### src/rtl/bowling_lanes.sv
// Multi-lane bowling scorer: shared roll port with frame-rule validation, per-lane
// game tracking, and a frame-walk scoring FSM. Optional BOWLING_FRAME_SCORES_EN adds per-frame totals.
`timescale 1ns/1ps

module bowling_lane #(
  parameter int FRAMES = 10,
  parameter int PINS   = 10,
  parameter int DEPTH  = 21,
  parameter int PIN_W  = 4,
  parameter int FR_W   = 4,
  parameter int IDX_W  = 5
) (
  input  logic                         clock,
  input  logic                         reset,
  input  logic                         wr,
  input  logic [PIN_W-1:0]             pin_count,
  output logic [DEPTH-1:0][PIN_W-1:0]  rolls,
  output logic                         legal,
  output logic                         game_over
);
  logic [IDX_W-1:0] widx;
  logic [FR_W-1:0]  frame;
  logic [1:0]       ball;
  logic [PIN_W-1:0] rack;   // pins already down on the current rack
  logic             bonus;  // strike/spare seen in the last frame
  logic [PIN_W:0]   sum;
  logic             last, clear;

  assign sum   = {1'b0, rack} + {1'b0, pin_count};
  assign last  = (frame == FR_W'(FRAMES-1));
  assign clear = (sum == (PIN_W+1)'(PINS));
  assign legal = !game_over && (sum <= (PIN_W+1)'(PINS));

  always_ff @(posedge clock) begin
    if (reset) begin
      rolls <= '0; widx <= '0; frame <= '0; ball <= '0;
      rack <= '0; bonus <= 1'b0; game_over <= 1'b0;
    end else if (wr) begin
      for (int k = 0; k < DEPTH; k++)
        if (widx == IDX_W'(k)) rolls[k] <= pin_count;
      widx <= widx + IDX_W'(1);
      if (!last) begin
        if (ball == 2'd0 && !clear) begin
          ball <= 2'd1;
          rack <= sum[PIN_W-1:0];
        end else begin
          ball  <= 2'd0;
          rack  <= '0;
          frame <= frame + FR_W'(1);
        end
      end else begin
        // rack is re-racked after every strike or spare in the fill frame
        rack <= clear ? '0 : sum[PIN_W-1:0];
        case (ball)
          2'd0: begin ball <= 2'd1; bonus <= clear; end
          2'd1: if (bonus || clear) ball <= 2'd2; else game_over <= 1'b1;
          default: game_over <= 1'b1;
        endcase
      end
    end
  end
endmodule

module bowling_lanes #(
  parameter  int LANES   = 2,
  parameter  int FRAMES  = 10,
  parameter  int PINS    = 10,
  parameter  int SCORE_W = 9,
  localparam int LANE_W  = (LANES > 1) ? $clog2(LANES) : 1,
  localparam int PIN_W   = $clog2(PINS+1),
  localparam int DEPTH   = 2*FRAMES+1,
  localparam int FR_W    = (FRAMES > 1) ? $clog2(FRAMES) : 1,
  localparam int IDX_W   = $clog2(DEPTH+3)
) (
  input  logic               clock,
  input  logic               reset,
  input  logic               roll,
  input  logic [LANE_W-1:0]  roll_lane,
  input  logic [PIN_W-1:0]   pin_count,
  output logic               roll_error,
  input  logic               calc_start,
  input  logic [LANE_W-1:0]  calc_lane,
  output logic               busy,
  output logic               score_valid,
  output logic [LANE_W-1:0]  score_lane,
  output logic [SCORE_W-1:0] score,
`ifdef BOWLING_FRAME_SCORES_EN
  output logic               frame_valid,
  output logic [FR_W-1:0]    frame_idx,
  output logic [SCORE_W-1:0] frame_score,
`endif
  output logic [LANES-1:0]   game_over
);
  typedef enum logic [1:0] {IDLE, SCORE, DONE} state_t;

  state_t                                   state;
  logic [LANES-1:0]                         wr, lane_ok;
  logic [LANES-1:0][DEPTH-1:0][PIN_W-1:0]   rolls;
  logic [DEPTH-1:0][PIN_W-1:0]              sel_rolls;
  logic [LANE_W-1:0]                        sel;
  logic [FR_W-1:0]                          f;
  logic [IDX_W-1:0]                         p, p1, p2, p_next;
  logic [PIN_W-1:0]                         r0, r1, r2;
  logic [SCORE_W-1:0]                       acc, acc_next;
  logic                                     roll_in, calc_in, sel_ok, roll_ok, strike, spare;

  for (genvar l = 0; l < LANES; l++) begin : g_lane
    assign wr[l] = roll_ok && (roll_lane == LANE_W'(l));
    bowling_lane #(.FRAMES(FRAMES), .PINS(PINS), .DEPTH(DEPTH), .PIN_W(PIN_W),
                   .FR_W(FR_W), .IDX_W(IDX_W)) u_lane (
      .clock(clock), .reset(reset), .wr(wr[l]), .pin_count(pin_count),
      .rolls(rolls[l]), .legal(lane_ok[l]), .game_over(game_over[l]));
  end

  assign roll_in = ({1'b0, roll_lane} < (LANE_W+1)'(LANES));
  assign calc_in = ({1'b0, calc_lane} < (LANE_W+1)'(LANES));
  // rolls are frozen from calc acceptance until busy drops
  assign roll_ok = roll && roll_in && sel_ok && (pin_count <= PIN_W'(PINS))
                   && (state == IDLE) && !busy;

  always_comb begin
    sel_ok    = 1'b0;
    sel_rolls = '0;
    for (int l = 0; l < LANES; l++) begin
      if (roll_lane == LANE_W'(l)) sel_ok    = lane_ok[l];
      if (sel == LANE_W'(l))       sel_rolls = rolls[l];
    end
  end

  assign p1 = p + IDX_W'(1);
  assign p2 = p + IDX_W'(2);

  always_comb begin
    r0 = '0; r1 = '0; r2 = '0;
    for (int k = 0; k < DEPTH; k++) begin
      if (p  == IDX_W'(k)) r0 = sel_rolls[k];
      if (p1 == IDX_W'(k)) r1 = sel_rolls[k];
      if (p2 == IDX_W'(k)) r2 = sel_rolls[k];
    end
    strike = (r0 == PIN_W'(PINS));
    spare  = !strike && (({1'b0, r0} + {1'b0, r1}) == (PIN_W+1)'(PINS));
    if (strike) begin
      acc_next = acc + SCORE_W'(PINS) + SCORE_W'(r1) + SCORE_W'(r2);
      p_next   = p1;
    end else if (spare) begin
      acc_next = acc + SCORE_W'(PINS) + SCORE_W'(r2);
      p_next   = p2;
    end else begin
      acc_next = acc + SCORE_W'(r0) + SCORE_W'(r1);
      p_next   = p2;
    end
  end

  always_ff @(posedge clock) begin
    if (reset) begin
      state <= IDLE; busy <= 1'b0; roll_error <= 1'b0;
      score_valid <= 1'b0; score <= '0; score_lane <= '0;
      acc <= '0; f <= '0; p <= '0; sel <= '0;
`ifdef BOWLING_FRAME_SCORES_EN
      frame_valid <= 1'b0; frame_idx <= '0; frame_score <= '0;
`endif
    end else begin
      roll_error  <= roll && !roll_ok;
      score_valid <= 1'b0;
      // lags the state by one edge, so busy spans edge 1 .. edge FRAMES+2
      busy        <= (state != IDLE);
`ifdef BOWLING_FRAME_SCORES_EN
      frame_valid <= 1'b0;
`endif
      case (state)
        IDLE: if (calc_start && !roll && calc_in) begin
          acc <= '0; f <= '0; p <= '0; sel <= calc_lane;
          state <= SCORE;
        end
        SCORE: begin
          acc <= acc_next;
          p   <= p_next;
          f   <= f + FR_W'(1);
`ifdef BOWLING_FRAME_SCORES_EN
          frame_valid <= 1'b1;
          frame_idx   <= f;
          frame_score <= acc_next;
`endif
          if (f == FR_W'(FRAMES-1)) state <= DONE;
        end
        DONE: begin
          score       <= acc;
          score_lane  <= sel;
          score_valid <= 1'b1;
          state       <= IDLE;
        end
        default: state <= IDLE;
      endcase
    end
  end
endmodule

### config.mk
export PLATFORM = sky130hd
export DESIGN_NAME = bowling_lanes
export DESIGN_NICKNAME = d
export VERILOG_FILES = /design/src/rtl/bowling_lanes.sv
export SDC_FILE = /design/constraint.sdc
export NUM_CORES = 1
export LEC_CHECK = 0
export ABC_AREA = 1
export BUFFER_PORTS_ARGS = -buffer_cell sky130_fd_sc_hd__buf_2
export CAP_MARGIN = 20
export CELL_PAD_IN_SITES_DETAIL_PLACEMENT = 1
export CELL_PAD_IN_SITES_GLOBAL_PLACEMENT = 1
export CORE_UTILIZATION = 46
export DETAILED_ROUTE_END_ITERATION = 12
export PLACE_DENSITY_LB_ADDON = 0.1
export SYNTH_ARGS = -nofsm -noshare
export SYNTH_HDL_FRONTEND = slang
export SYNTH_HIERARCHICAL = 1
export SYNTH_SLANG_ARGS = --single-unit
### constraint.sdc
create_clock -name clock -period 7 [get_ports clock]
set_input_delay 1.4 -clock clock [delete_from_list [all_inputs] [get_ports clock]]
set_output_delay 1.4 -clock clock [all_outputs]
set_load 0.05 [all_outputs]
==> metrics, run 1 <==
outcome complete, no violations; total CTS buffers 28; worst slew pin tran about 1.1 ns; Synth area leaders dfxtp_1 (31%), nand2_1 (11%), nor2_1 (8.6%); total gr overflow 0; total power 3.56 mW; largest net degree at the start of global routing roughly 90; Final #Nets roughly 2,400; post-synthesis sequential area ratio 30.8%; Placer Congestion 0.952; final setup violating endpoints 0; Layout area overhead 9.49%; die area approximately 34,000 um2; crit start category flop; Slowest cell on crit path a2111oi_0; drt first pass iters 5; crit path time final just over 6 ns; Post-synth EDFFs 0; CTS tree done; max_slew headroom 27.4%; most frequent cells in the layout nand2_1 (453), nor2_1 (351), inv_1 (270); CTS Sinks 236; Leak Pwr ~7.4 nW; Worst Setup End Kind flop; Async SR Flop Fraction 0%; DP HPWL roughly 38 mm; Vias/cell 5.51; Die X between 150 and 200 um; Cell Count, Final, Fillers Out 2,811; setup bufs post-CTS 0; Site Rows 66; WS Path Type flop to flop; Yosys reg bits between 200 and 250; Critical Path RT between 7 and 8 ns; H-tree levels 1; die height around 180 um; Arr. time, crit path roughly 6.5 ns; RSZ-0062 raised after global routing false; syn nets between 2,000 and 2,500; clk slew on worst S/H paths approximately 0.060 ns; post-synth top area share between 30% and 40%; IO Port Bufs 24; total global-route track usage between 30% and 40%; remaining antenna violation count 0; # hold bufs at CTS 0; skew final 0.0416 ns; FF+latch area ~4700 um2; Initial DRC Count 941; Multi-input gate area 9110 um2; Yosys cell types 57; drt total wl 52.4 mm; Top Ports 25; cell taking the most area after synthesis dfxtp_1; number of global-route vias before repair 15,600; Primary FF master, synth dfxtp_1; max_cap viols 0; fill count about 4,400; max frequency 0.165 GHz; Avg WL per Cell 18.6 um; VDD IR max 0.000186 V; share of cells above drive strength 1 11.2%; global-route wire length before repair 82.6 mm; initial antenna violation count 0; via count 15,500; Cells after Synth approximately 2,300; Final Hold Viols 0; Largest stage delay, worst path 0.78 ns; Residual DRC 0; # resized after CTS 0; total core area 32,600 um2; setup_tns 0 ns; initial core utilization a little under half; CP max FO 10; worst hold-check path type flop to flop; CTS root buf clkbuf_16; Final Cycle Share 86.4%; syn_area_per_cell 6.54 um2; most common cell after layout, fill and taps aside nand2_1; buffers from clock root to sink, at most 3; Ys Warns 6; max-slew violation count 0; Skew-Pair Late Insertion Delay 0.59 ns; power per cell area 212 nW/um2; post-placement cell count 2,761; Syn Std Cell Area ~15,000 um2
-- cell usage after synthesis (25+ instances only) --
cell type	instances
a21oi_1	177
clkbuf_1	36
dfxtp_1	236
ha_1	50
inv_1	270
inv_2	40
mux2i_1	25
nand2_1	453
nand3_1	114
nor2_1	351
nor2_2	28
nor2_4	36
o21ai_0	236
o21ai_1	35
or2_2	27
-- flip-flops by register name, indices dropped and copies added, names as in the netlist --
| register | count |
|---|---|
| acc | 9 |
| busy | 1 |
| f | 4 |
| g_lane.u_lane/ball | 4 |
| g_lane.u_lane/bonus | 2 |
| g_lane.u_lane/frame | 8 |
| g_lane.u_lane/game_over | 2 |
| g_lane.u_lane/rack | 8 |
| g_lane.u_lane/rolls | 168 |
| g_lane.u_lane/widx | 10 |
| p | 5 |
| roll_error | 1 |
| score | 9 |
| score_lane | 1 |
| score_valid | 1 |
| sel | 1 |
| state | 2 |
-- path summary, 6_finish.rpt --
path / startpoint / slack, ns / end / depth (start not counted)
hold / removal: g_lane[0].u_lane/rolls[78]$_SDFFE_PP0P_ / 0.45 / g_lane[0].u_lane/rolls[78]$_SDFFE_PP0P_ / 2
hold reg to reg: g_lane[0].u_lane/rolls[78]$_SDFFE_PP0P_ / 0.45 / g_lane[0].u_lane/rolls[78]$_SDFFE_PP0P_ / 2
setup / recovery: p[1]$_SDFFE_PP0P_ / 0.95 / acc[8]$_SDFFE_PP0P_ / 37
setup reg to reg: p[1]$_SDFFE_PP0P_ / 0.95 / acc[8]$_SDFFE_PP0P_ / 37
-- power by group --
part | switching (mW) | internal [mW] | total [mW]
Combinational | 0.444 | 0.213 | 0.657
Sequential | 0.0214 | 1.36 | 1.38
Clock | 0.592 | 0.927 | 1.52
-- per-stage QoR --
step	area (um2)	hold slack [ns]	setup slack [ns]	util (%)
CTS	16800	0.444	0.964	51.4
global route	16800	0.467	0.206	51.4
detailed placement	15800	0.435	1.01	48.5
floorplan	15300	0.419	2.08	-
finish	16800	0.446	0.951	51.4
global placement	15800	0.428	1.18	48.5
-- kinds of logic after synthesis --
logic type / count (synthesis) / share of synthesized area, %
AOI/OAI and AO/OA: 520 / 18.2
xor gates and xnor gates: 29 / 1.66
adders and majority gates: 61 / 5.52
buffers and inverters: 381 / 9.75
DFF: 236 / 30.8
muxes: 25 / 1.63
and+or+nand+nor: 1090 / 32.4
-- critical path: cells and delay by family, from the launching register on --
kind	cells	cell delay, ns
adders and majority gates	4	1.17
buffers and inverters	5	0.37
DFF	1	0.47
AOI/OAI and AO/OA	12	2.08
and+or+nand+nor	16	1.79
-- layout make-up --
class,count,area share [%]
Multi-Input combinational cell,1725,54.3
Clock inverter,7,0.955
Timing Repair Buffer,37,1.30
Clock buffer,42,4.73
Inverter,321,7.23
Antenna cell,1,0.0149
Tap cell,442,3.30
Sequential cell,236,28.2
-- metal layers --
| layer | share of wire (%) | routed length [um] | global-route usage (%) | vias up |
|---|---|---|---|---|
| li1 | - | - | - | 7547 |
| met1 | 45 | 23800 | 40.1 | 7528 |
| met2 | 48 | 25000 | 53.4 | 335 |
| met3 | 4.3 | 2250 | 3.24 | 78 |
| met4 | 2.5 | 1290 | 8.87 | 0 |
| met5 | 0 | 0 | 0 | - |
Note: power is estimated with default switching activity, not from simulation.
==> run 2, diff against run 1 <==
--- a/config.mk
+++ b/config.mk
@@ -8,9 +8,9 @@
 export ABC_AREA = 1
 export BUFFER_PORTS_ARGS = -buffer_cell sky130_fd_sc_hd__buf_2
 export CAP_MARGIN = 20
-export CELL_PAD_IN_SITES_DETAIL_PLACEMENT = 1
-export CELL_PAD_IN_SITES_GLOBAL_PLACEMENT = 1
-export CORE_UTILIZATION = 46
+export CELL_PAD_IN_SITES_DETAIL_PLACEMENT = 0
+export CELL_PAD_IN_SITES_GLOBAL_PLACEMENT = 2
+export CORE_UTILIZATION = 36
 export DETAILED_ROUTE_END_ITERATION = 12
 export PLACE_DENSITY_LB_ADDON = 0.1
 export SYNTH_ARGS = -nofsm -noshare
==> run 2 against run 1 <==
Effect of this change:
- first-iteration DRC count increased by 2.0%
- hold slack lost 0.0043 ns
- highest routed layer unchanged
- register-to-register slack got worse by 0.12 ns
- utilization fell by 11 points
- wire length fell by 3.6%
==> metrics, run 2 (synthesis results as in run 1) <==
Psw between 1 and 1.5 mW; Final #Nets 2,421; WS Path Type flop to flop; Comb power frac between 15 and 20%; setup bufs post-CTS 0; Skew-Pair Late Insertion Delay 0.59 ns; Internal Power about 2.5 mW; IO Port Bufs 24; largest net degree at the start of global routing slightly above 90; worst hold-check path type flop to flop; Clock power frac 43.1%; total global-route track usage 23.4%; Arr. time, crit path 6.60 ns; CP max FO 10; Final Cycle Share 88.1%; # hold bufs at CTS 0; Placer Congestion 0.936; most common cell after layout, fill and taps aside nand2_1; Layout area overhead 10.3%; remaining antenna violation count 0; drt total wl 50.5 mm; die area 43,400 um2; total CTS buffers 29; Critical path buffers and inverters 4; Initial DRC Count 960; Largest stage delay, worst path 0.70 ns; via count 14,700; # resized after CTS 0; Site Rows 75; max_slew headroom around a third; max frequency 0.162 GHz; Worst Setup End Kind flop; Vias/cell 5.05; setup_tns 0 ns; Final Hold Viols 0; total gr overflow 0; post-placement cell count 2,858; hold slack 0.441 ns; total power ~3.6 mW; Die X 208 um; fill count 4,568; Antenna Cells 0; Util after Layout 40.3%; Net Sw Frac 30.8%; Multi-input gate area 9110 um2; max FFs per register 168; CP top delay family compound AO/OA/AOI/OAI gates; Slowest cell on crit path a2111oi_0; most frequent cells in the layout nand2_1 (453), nor2_1 (351), inv_1 (270); worst slew pin tran a little under 1 ns; clk slew on worst S/H paths approximately 0.060 ns; biggest regs g_lane.u_lane/rolls x168, g_lane.u_lane/widx x10; skew final 0.0183 ns; max_cap viols 0; share of cells above drive strength 1 11.5%; outcome complete, no violations; Top Ports 25; VDD IR max roughly 0.00019 V; max-slew violation count 0; total core area 41,900 um2; Leak Pwr 7.39 nW; CTS root buf clkbuf_16; buffers from clock root to sink, at most 3; Critical Path RT 7.43 ns; crit start category flop; drt first pass iters 6; initial core utilization between 30% and 40%; crit path time final about 6.2 ns; CTS Sinks 236; final setup violating endpoints 0; CTS tree done; Residual DRC 0; global-route wire length before repair 80.3 mm; Avg WL per Cell 17.4 um; Cell Count, Final, Fillers Out 2,911; sequential share of power 38.7%; DP HPWL 37.6 mm; RSZ-0062 raised after global routing false; die height 208 um; largest reg by FF count g_lane.u_lane/rolls; initial antenna violation count 0; power per cell area 211 nW/um2; H-tree levels 1; FF+latch area 4730 um2; number of global-route vias before repair 14,300
## run 2: power groups by stage
stage / Clock (mW) / Combinational, mW / Sequential, mW
5_1_grt: 1.63 / 0.737 / 1.38
3_5_place_dp: 0 / 0.649 / 1.41
6_report: 1.53 / 0.647 / 1.38
2_1_floorplan: 0 / 0.473 / 1.40
3_3_place_gp: 0 / 0.652 / 1.41
4_1_cts: 1.58 / 0.653 / 1.38
## run 2: path summary, 6_finish.rpt
path                                                start                                      end  slack, ns  depth (start not counted)
setup / recovery                        p[0]$_SDFFE_PP0P_                      acc[6]$_SDFFE_PP0P_       0.83                         34
hold / removal    g_lane[1].u_lane/rolls[69]$_SDFFE_PP0P_  g_lane[1].u_lane/rolls[69]$_SDFFE_PP0P_       0.44                          2
setup reg to reg                        p[0]$_SDFFE_PP0P_                      acc[6]$_SDFFE_PP0P_       0.83                         34
hold reg to reg   g_lane[1].u_lane/rolls[69]$_SDFFE_PP0P_  g_lane[1].u_lane/rolls[69]$_SDFFE_PP0P_       0.44                          2
## run 2: worst min-delay path: cells and delay by family, from the launching register on
kind | cells | cell delay [ns]
flops | 1 | 0.30
buf+inv | 1 | 0.04
compound gates | 1 | 0.05
## run 2: layout make-up
class                   count  share of cell area [%]
clock buffers              40                    4.83
clock inverters            13                   0.851
inverters                 321                    7.19
multi-input cells        1725                    53.9
flip-flops and latches    236                    28.0
well taps                 539                    3.99
repair buffers             37                    1.29
## run 2: metal layers
| layer | part of all wire (%) | GRT usage [%] |
|---|---|---|
| met5 | 0 | 0 |
| met4 | 2.4 | 5.82 |
| met3 | 3.9 | 2.37 |
| met2 | 45 | 38.5 |
| met1 | 49 | 32.6 |
## run 2: through the flow
step,setup slack [ns],area [um2]
floorplan,2.08,15300
global placement,0.857,15900
detailed placement,0.844,15900
CTS,0.823,16900
global route,0.330,16900
finish,0.834,16900
